`src/rtl/seg7_mon_pkg.sv`:
```
// seg7_mon_pkg: shared segment pattern constants and monitor state type.
//  Patterns are {g,f,e,d,c,b,a}, active-high.
package seg7_mon_pkg;
   localparam logic [6:0] SEG_0     = 7'h3F;
   localparam logic [6:0] SEG_1     = 7'h06;
   localparam logic [6:0] SEG_2     = 7'h5B;
   localparam logic [6:0] SEG_3     = 7'h4F;
   localparam logic [6:0] SEG_4     = 7'h66;
   localparam logic [6:0] SEG_5     = 7'h6D;
   localparam logic [6:0] SEG_6     = 7'h7D;
   localparam logic [6:0] SEG_7     = 7'h07;
   localparam logic [6:0] SEG_8     = 7'h7F;
   localparam logic [6:0] SEG_9     = 7'h6F;
   localparam logic [6:0] SEG_BLANK = 7'h00;
   typedef enum logic {UNLOCKED, LOCKED} state_t;
endpackage

```
`src/rtl/seg7_monitor_decode.sv`:
```
// seg7_decode: combinational 7-segment pattern to digit decoder.
//  seg   in  7  pattern {g,f,e,d,c,b,a}
//  legal out 1  pattern is one of the digits 0..9
//  blank out 1  pattern is all segments off
//  digit out 4  decoded digit (4'hF when not legal)
module seg7_decode
   import seg7_mon_pkg::*;
(
   input  logic [6:0] seg,
   output logic       legal,
   output logic       blank,
   output logic [3:0] digit
);
   always_comb begin
      digit = seg == SEG_0 ? 4'd0 :
              seg == SEG_1 ? 4'd1 :
              seg == SEG_2 ? 4'd2 :
              seg == SEG_3 ? 4'd3 :
              seg == SEG_4 ? 4'd4 :
              seg == SEG_5 ? 4'd5 :
              seg == SEG_6 ? 4'd6 :
              seg == SEG_7 ? 4'd7 :
              seg == SEG_8 ? 4'd8 :
              seg == SEG_9 ? 4'd9 : 4'hF;
      legal = digit != 4'hF;
      blank = seg == SEG_BLANK;
   end
endmodule

```
`src/rtl/seg7_monitor.sv`:
```
// seg7_monitor: display-side checker that filters, decodes and sequence/period-checks a 7-segment digit stream.
//  clk, reset (sync, active-high); seg_in[6:0] raw segments, may be asynchronous.
//  digit/digit_valid: last accepted digit; digit_strobe: new pattern accepted; locked: FSM in LOCKED.
//  seq_err/decode_err/period_err: one-cycle error pulses; period/period_valid: last interval measured while locked.
//  err_count: saturating count of strobes carrying any error.
//  Optional macro SEG7_MON_PERIOD_CHECK_EN enables the period tolerance check; otherwise period_err is tied 0.
module seg7_monitor
   import seg7_mon_pkg::*;
#(
   parameter int                   STABLE_CYCLES   = 4,
   parameter int                   PERIOD_W        = 24,
   parameter int                   ERR_W           = 8,
   parameter logic [PERIOD_W-1:0]  EXPECTED_PERIOD = 24'd10000001,
   parameter logic [PERIOD_W-1:0]  PERIOD_TOL      = 24'd16
)
(
   input  logic                clk,
   input  logic                reset,
   input  logic [6:0]          seg_in,
   output logic [3:0]          digit,
   output logic                digit_valid,
   output logic                digit_strobe,
   output logic                locked,
   output logic                seq_err,
   output logic                decode_err,
   output logic [PERIOD_W-1:0] period,
   output logic                period_valid,
   output logic                period_err,
   output logic [ERR_W-1:0]    err_count
);
   localparam int SW = $clog2(STABLE_CYCLES + 1);
   localparam logic [SW-1:0] STAB_MAX = SW'(STABLE_CYCLES);
   logic [6:0]          s1, s2, cand, accepted;
   logic [SW-1:0]       stab;
   logic [PERIOD_W-1:0] cnt;
   state_t              state;
   logic                legal, blank, accept, capture, seq_bad, dec_bad, per_bad, any_err;
   logic [3:0]          dec, next_digit;
   seg7_decode u_decode (.seg(cand), .legal(legal), .blank(blank), .digit(dec));
   always_comb begin
      accept     = stab == STAB_MAX && cand != accepted;
      next_digit = digit == 4'd9 ? 4'd0 : digit + 4'd1;
      // Only digits arriving while already locked are sequence- and period-checked.
      capture    = accept && legal && state == LOCKED;
      seq_bad    = capture && dec != next_digit;
      dec_bad    = accept && !legal && !blank;
`ifdef SEG7_MON_PERIOD_CHECK_EN
      per_bad    = capture && (&cnt || (cnt > EXPECTED_PERIOD ? cnt - EXPECTED_PERIOD : EXPECTED_PERIOD - cnt) > PERIOD_TOL);
`else
      per_bad    = 1'b0;
`endif
      any_err    = seq_bad || dec_bad || per_bad;
   end
   assign locked = state == LOCKED;
   always_ff @(posedge clk) begin
      if (reset) begin
         s1           <= '0;
         s2           <= '0;
         cand         <= '0;
         stab         <= '0;
         accepted     <= SEG_BLANK;
         cnt          <= '0;
         state        <= UNLOCKED;
         digit        <= '0;
         digit_valid  <= 1'b0;
         digit_strobe <= 1'b0;
         seq_err      <= 1'b0;
         decode_err   <= 1'b0;
         period       <= '0;
         period_valid <= 1'b0;
         err_count    <= '0;
      end else begin
         s1           <= seg_in;
         s2           <= s1;
         cand         <= s2;
         stab         <= s2 != cand ? SW'(1) : stab == STAB_MAX ? stab : stab + SW'(1);
         cnt          <= accept ? PERIOD_W'(1) : &cnt ? cnt : cnt + PERIOD_W'(1);
         digit_strobe <= accept;
         seq_err      <= seq_bad;
         decode_err   <= dec_bad;
         if (accept) begin
            accepted <= cand;
            if (legal) begin
               digit       <= dec;
               digit_valid <= 1'b1;
               state       <= LOCKED;
            end else begin
               digit_valid <= 1'b0;
               state       <= UNLOCKED;
            end
            if (any_err && !(&err_count))
               err_count <= err_count + ERR_W'(1);
         end
         if (capture) begin
            period       <= cnt;
            period_valid <= 1'b1;
         end
      end
   end
`ifdef SEG7_MON_PERIOD_CHECK_EN
   logic period_err_q;
   always_ff @(posedge clk)
      period_err_q <= reset ? 1'b0 : per_bad;
   assign period_err = period_err_q;
`else
   assign period_err = 1'b0;
`endif
endmodule
```
`config.mk`:
```
export PLATFORM = sky130hd
export DESIGN_NAME = seg7_monitor
export DESIGN_NICKNAME = d
export VERILOG_FILES = /design/src/rtl/seg7_mon_pkg.sv /design/src/rtl/seg7_monitor_decode.sv /design/src/rtl/seg7_monitor.sv
export SDC_FILE = /design/constraint.sdc
export NUM_CORES = 1
export LEC_CHECK = 0
export CELL_PAD_IN_SITES_DETAIL_PLACEMENT = 1
export CELL_PAD_IN_SITES_GLOBAL_PLACEMENT = 1
export CORE_UTILIZATION = 30
export CTS_CLUSTER_SIZE = 12
export DETAILED_ROUTE_END_ITERATION = 12
export GPL_TIMING_DRIVEN = 0
export MAX_ROUTING_LAYER = met4
export PLACE_DENSITY = 0.62
export REMOVE_ABC_BUFFERS = 1
export SLEW_MARGIN = 20
export SYNTH_ARGS = -nofsm -noshare
export SYNTH_HDL_FRONTEND = slang
export SYNTH_SLANG_ARGS = --single-unit
```
`constraint.sdc`:
```
create_clock -name clk -period 3.7 [get_ports clk]
set_input_delay 0.74 -clock clk [delete_from_list [all_inputs] [get_ports clk]]
set_output_delay 0.74 -clock clk [all_outputs]
set_load 0.02 [all_outputs]
```
# [Word-level counts from Yosys, hierarchy flattened]
# Index checks and enable logic that the tools add are counted.
[totals] inputBits=9 out_inout_bits=43 wordCells=72 reg_bits=96
[op_classes] n_mux=16 eq_ne=18 n_reduce_logical=18 n_addsub=4
[ops] cell="equality test 7 bit (second input constant)" n=7
[ops] cell="two-way mux 4 bit" n=10
[ops] cell="adder 24 x 1 -> 24 bit (second input constant)" n=1
[ops] cell="AND reduction 24 bit" n=1
[ops] cell="equality test 7 x 3 -> 1 bit (second input constant)" n=2
[ops] cell="!= test 7 bit" n=2
[ops] cell="adder 8 x 1 -> 8 bit (second input constant)" n=1
[ops] cell="AND reduction 8 bit" n=1
[ops] cell="equality test 7 x 6 -> 1 bit (second input constant)" n=1
[ops] cell="logical AND 1 bit" n=7
[ops] cell="zero test 7 bit" n=1
[ops] cell="two-way mux 1 bit" n=5
[ops] cell="adder 4 x 1 -> 4 bit (second input constant)" n=1
[ops] cell="equality test 4 bit (second input constant)" n=1
[ops] cell="!= test 4 bit" n=1
[ops] cell="!= test 4 bit (second input constant)" n=1
[ops] cell="AND reduction 2 bit" n=2
[ops] cell="OR reduction 2 bit" n=2
[ops] cell="adder 3 x 1 -> 3 bit (second input constant)" n=1
[ops] cell="equality test 3 bit (second input constant)" n=1
[ops] cell="zero test 1 bit" n=3
[ops] cell="two-way mux 3 bit" n=1
[ops] cell="!= test 2 x 1 -> 1 bit (second input constant)" n=1
[ops] cell="!= test 2 bit (second input constant)" n=1
[ops] cell="logical OR 1 bit" n=1

# [Longest topological paths before layout]
[logic_depth] depth_word=18 mapped_depth=12 ltp_nobuf=10

# [Modules after synthesis]
# A second synthesis with hierarchy kept.
[unflattened] cells_unflattened=482 hier_area_um2=4404.2
[by_module_without_submodules] mod="seg7_monitor" area_each_um2=4145.2 cells_each=442 instances=1 seq_area_each_um2=1921.8
[by_module_without_submodules] mod="seg7_decode" area_each_um2=259.0 cells_each=40 instances=1 seq_area_each_um2=0.0

# [Least setup slack after synthesis]
# OpenSTA, ideal clock, no wires.
[synth_timing] kind="reg2reg" start="register cand[3]" end="register err_count[6]" t_arrival_ps=2362 path_buffers=1 setup_ps=123 setup_slack_ps=1214 synth_period_minus_slack_ps=2486 stages_incl_launch_ff=11 required_time_ps=3577 path_cell_list="dfxtp_1 -> buf_2 -> or4_4 -> a211oi_2 -> a31oi_1 -> mux2_4 -> nand3_1 -> nand3b_4 -> nand2_2 -> nand4_1 -> mux2_1"
[synth_between] elab_chain_len=18 elab_cells_between_ends=35 classes_between="eq/ne (13); mux (10); reduce/logical (12)"
[synth_lines] item="start: declaration" line="seg7_monitor.sv:33" source="logic [6:0] s1, s2, cand, accepted;"
[synth_lines] item="start signal: assignment" line="seg7_monitor.sv:59" source="cand <= '0;"
[synth_lines] item="start signal: assignment" line="seg7_monitor.sv:75" source="cand <= s2;"
[synth_lines] item="equality test 7 bit" line="seg7_monitor_decode.sv:24" source="seg == SEG_9 ? 4'd9 : 4'hF;"
[synth_lines] item="two-way mux 3 bit" line="seg7_monitor_decode.sv:24"
[synth_lines] item="two-way mux 4 bit" line="seg7_monitor_decode.sv:23" source="seg == SEG_8 ? 4'd8 :"
[synth_lines] item="two-way mux 4 bit" line="seg7_monitor_decode.sv:22" source="seg == SEG_7 ? 4'd7 :"
[synth_lines] item="two-way mux 4 bit" line="seg7_monitor_decode.sv:21" source="seg == SEG_6 ? 4'd6 :"
[synth_lines] item="two-way mux 4 bit" line="seg7_monitor_decode.sv:20" source="seg == SEG_5 ? 4'd5 :"
[synth_lines] item="two-way mux 4 bit" line="seg7_monitor_decode.sv:19" source="seg == SEG_4 ? 4'd4 :"
[synth_lines] item="two-way mux 4 bit" line="seg7_monitor_decode.sv:18" source="seg == SEG_3 ? 4'd3 :"
[synth_lines] item="(+2 left out)"
[synth_lines] item="two-way mux 4 bit" line="seg7_monitor_decode.sv:15" source="digit = seg == SEG_0 ? 4'd0 :"
[synth_lines] item="!= test 4 bit" line="seg7_monitor_decode.sv:25" source="legal = digit != 4'hF;"
[synth_lines] item="logical AND 1 bit or zero test 1 bit (tied branches)" line="seg7_monitor.sv:44, seg7_monitor.sv:46"
[synth_lines] item="logical AND 1 bit, on equally long branches" line="seg7_monitor.sv:44, seg7_monitor.sv:46"
[synth_lines] item="logical AND 1 bit, on equally long branches" line="seg7_monitor.sv:45, seg7_monitor.sv:46"
[synth_lines] item="logical OR 1 bit" line="seg7_monitor.sv:52" source="any_err = seq_bad || dec_bad || per_bad;"
[synth_lines] item="logical AND 1 bit" line="seg7_monitor.sv:91" source="if (any_err && !(&err_count))"
[synth_lines] item="AND reduction 2 bit (no source line) *"
[synth_lines] item="end signal: assignment" line="seg7_monitor.sv:92" source="err_count <= err_count + ERR_W'(1);"
[synth_lines] item="end: declaration" line="seg7_monitor.sv:29" source="output logic [ERR_W-1:0] err_count"
# Every way passes the cells marked *; elsewhere a longest branch is shown, timed or not.
# A chain may end at the register's enable or synchronous reset.

# [Worst setup path in the final report]
[layout_timing] start="register cand[4]" end="register err_count[6]"
# Same word-level chain as after synthesis.

==> impl_metrics.toml <==
[synthesis]
ys_types = 60
yosys-top-cells-count = "dfxtp_1, nor2_1, nand2_1"
yosysMostFrequentCell = "dfxtp_1"
yosys.area.top_type = "dfxtp_1"
yosysWarnings = 0
syn-cell-area_um2 = 4260
synth_top_family_by_area = "simple AND/OR/NAND/NOR gates"
synth_compound_area_share_pct = 8.81
synth_top_area_share_pct = 45.1
ys_seq_area_share_pct = 45.1
synth_cells = 468
synth_fa_ha_area_share_pct = 1.17
synth_ff_type = "dfxtp_1"
synth_seq_cells = 96
synth_xor_area_share_pct = 8.42
yosys-top-cells-area = "dfxtp_1, nor2_1, mux2i_1, xnor2_1, xor2_1"
synthMuxAreaShare_pct = 7.48
synth_edf_count = 0
syn_avg_cell_area_um2 = 9.11
async_flop_share_pct = 0
synthSimpleGateAreaFrac_pct = 24.5

[cts]
cts_max_path_buffers = 2
worstSkewPairLatency_ns = 0.34
cts_tree = "done"
root_buffer = "clkbuf_16"
clkTransAtPathRegs_ns = 0.07
cts_buffers = 9
cts-hold-fix-buffers = 0
clock_sinks = 96
cts_setup_buffers = 0
htreeDepth = 3

[timing]
tightest_slew_ns = 0.701
period_needed_ns = 3.44
timing.final.crit_share_pct = 92.9
clock_skew_ns = 0.00811
rsz0062_at_grt = "false"
setup_viol = 0
maxSlewHeadroom_pct = 53.3
hold_viol_final = 0
slew_violations = 0
finalWorstSetupSlack_ns = 0.262
fmax_mhz = 291

[cells_and_area]
multi_input_area_um2 = 2160
layoutNonFillerInstCount = 688
regArea_um2 = 1920
diodes = 0
drive_gt1_share_pct = 6.89
synthToLayoutAreaGrowth_pct = 22.1
layout.nets = 516
n_fill_cell = 1623

[power_and_ir_drop]
max-vdd-ir-drop_mv = 0.213
power.density_nw_per_um2 = 402
p_leak_uw = 0.00203

[route]
postRouteAntennaNets = 0
drt_first_pass_iters = 4
drt-initial-drc-count = 89
viasPerCell = 4.77
vias = 3284
wirelength_um = 9500
wl_per_cell_um = 13.8
drcViolationCount = 0

[min_path]
holdCritPathClass = "reg -> reg"
min-delay-start = "s1[1]"

[die]
core_area_um2 = 13900
num_rows = 43
die_w_um = 121
io_pins = 52
fp.dieH_um = 121
dieArea_um2 = 14700
start_util_pct = 30.7

[global_route]
grt_use_total_pct = 14.3
antenna_found_initial = 0
overflow = 0
grt_pass1_wl_um = 16200
first_global_vias = 3338
grt_max_degree = 43

[flow_run]
cap_viol_max_count = 0

[setup_path]
critical_path_class = "reg -> reg"
arrival_ns = 3.67
worstReg2RegStart = "cand[4]"
path_max_fanout = 18
crit_path_end_kind = "flop"
cp.required_ns = 3.93
critPathLaunch = "cand[4]"
start_kind = "flop"

[placed_design]
dp.cells = 672
place_hpwl_um = 6590
numPortBuffers = 50
gp_congestion = 0.786
place_ws_ns = -0.0512

[outcome]
status = "completed"
-- cell type report --
cell class	count	area share (%)
multi-input cells	334	41.6
clock inverters	4	1.01
clock buffers	12	4.93
well taps	180	4.33
inverters	10	0.721
flip-flops and latches	96	36.9
repair buffers	52	10.5
-- cells by family (layout without fill, tap and decap cells) --
group	count (synthesis)	in the layout
flops	96	96
other cells	1	1
xor+xnor	41	41
compound gates	51	51
fa+ha+maj	4	4
mux	31	31
simple gates	206	206
buf+inv	38	78
-- state kept, by name (all words and copies together) (netlist names) --
name          flops
accepted          7
cand              7
digit_strobe      1
digit             4
stab              3
s2                7
period           24
err_count         8
decode_err        1
cnt              24
seq_err           1
period_valid      1
s1                7
locked            1
-- repair_timing --
item / 4_1_cts / 5_1_grt
gates resized for setup: 1 / 0
pin swaps: 0 / 1
setup endpoints to repair: 1 / 1
cloned: 0 / 0
-- per-stage QoR --
stage          hold WS, ns  area (um^2)  utilization [%]  total power, uW  setup TNS [ns]
4_1_cts              0.441         5200             37.5             2130               0
3_3_place_gp         0.429         4840             34.8             1150          -15.56
6_report             0.435         5200             37.5             2090               0
2_1_floorplan        0.414         4110                -             1120               0
5_1_grt              0.458         5200             37.5             2180               0
3_5_place_dp         0.425         4890             35.2             1160         -0.0512
-- layer usage --
metal / vias up / part of all wire (%) / track usage [%] / wire length [um]
li1: 1656 / - / - / -
met1: 1571 / 48 / 17.1 / 4520
met2: 42 / 48 / 23.3 / 4560
met3: 15 / 2.7 / 2.96 / 261
met4: 0 / 1.7 / 6.56 / 163
met5: - / 0 / - / 0
-- worst max-delay path: stages, from the launching register on --
cell and delay, ns:
dfxtp_1 0.73, xnor2_1 0.16, a41oi_2 0.62, nand3_4 0.36, buf_16 0.27, or2_1 0.27
o32a_4 0.36, nand2_2 0.12, nand4_1 0.12, mux2_1 0.32
-- worst paths after layout --
path / to / slack [ns] / depth (start not counted)
max: err_count[6] / 0.26 / 9
max reg2reg: err_count[6] / 0.26 / 9
min: s2[1] / 0.43 / 1
min reg2reg: s2[1] / 0.43 / 1
-- where the power goes --
part | switching (uW) | total [uW] | internal [uW]
Combinational | 37.2 | 69.4 | 32.3
Sequential | 16.0 | 1060 | 1050
Clock | 398 | 961 | 563
-- layout by cell type, fill, tap and decap left out, drive strengths merged, types with 2 or more instances in the layout --
cell type	n
a211oi	5
a21oi	19
a221oi	2
a31oi	2
a41oi	2
and2	5
and3	5
buf	3
clkbuf	12
clkdlybuf4s50	49
clkinv	3
dfxtp	96
ha	4
inv	10
mux2	4
mux2i	27
nand2	33
nand2b	3
nand3	19
nand3b	3
nand4	10
nor2	74
nor2b	25
nor3	6
nor3b	2
nor4	5
o2111ai	2
o21ai	8
or2	3
or3	6
or4	2
xnor2	21
xor2	20
(Power assumes the default switching activity.)
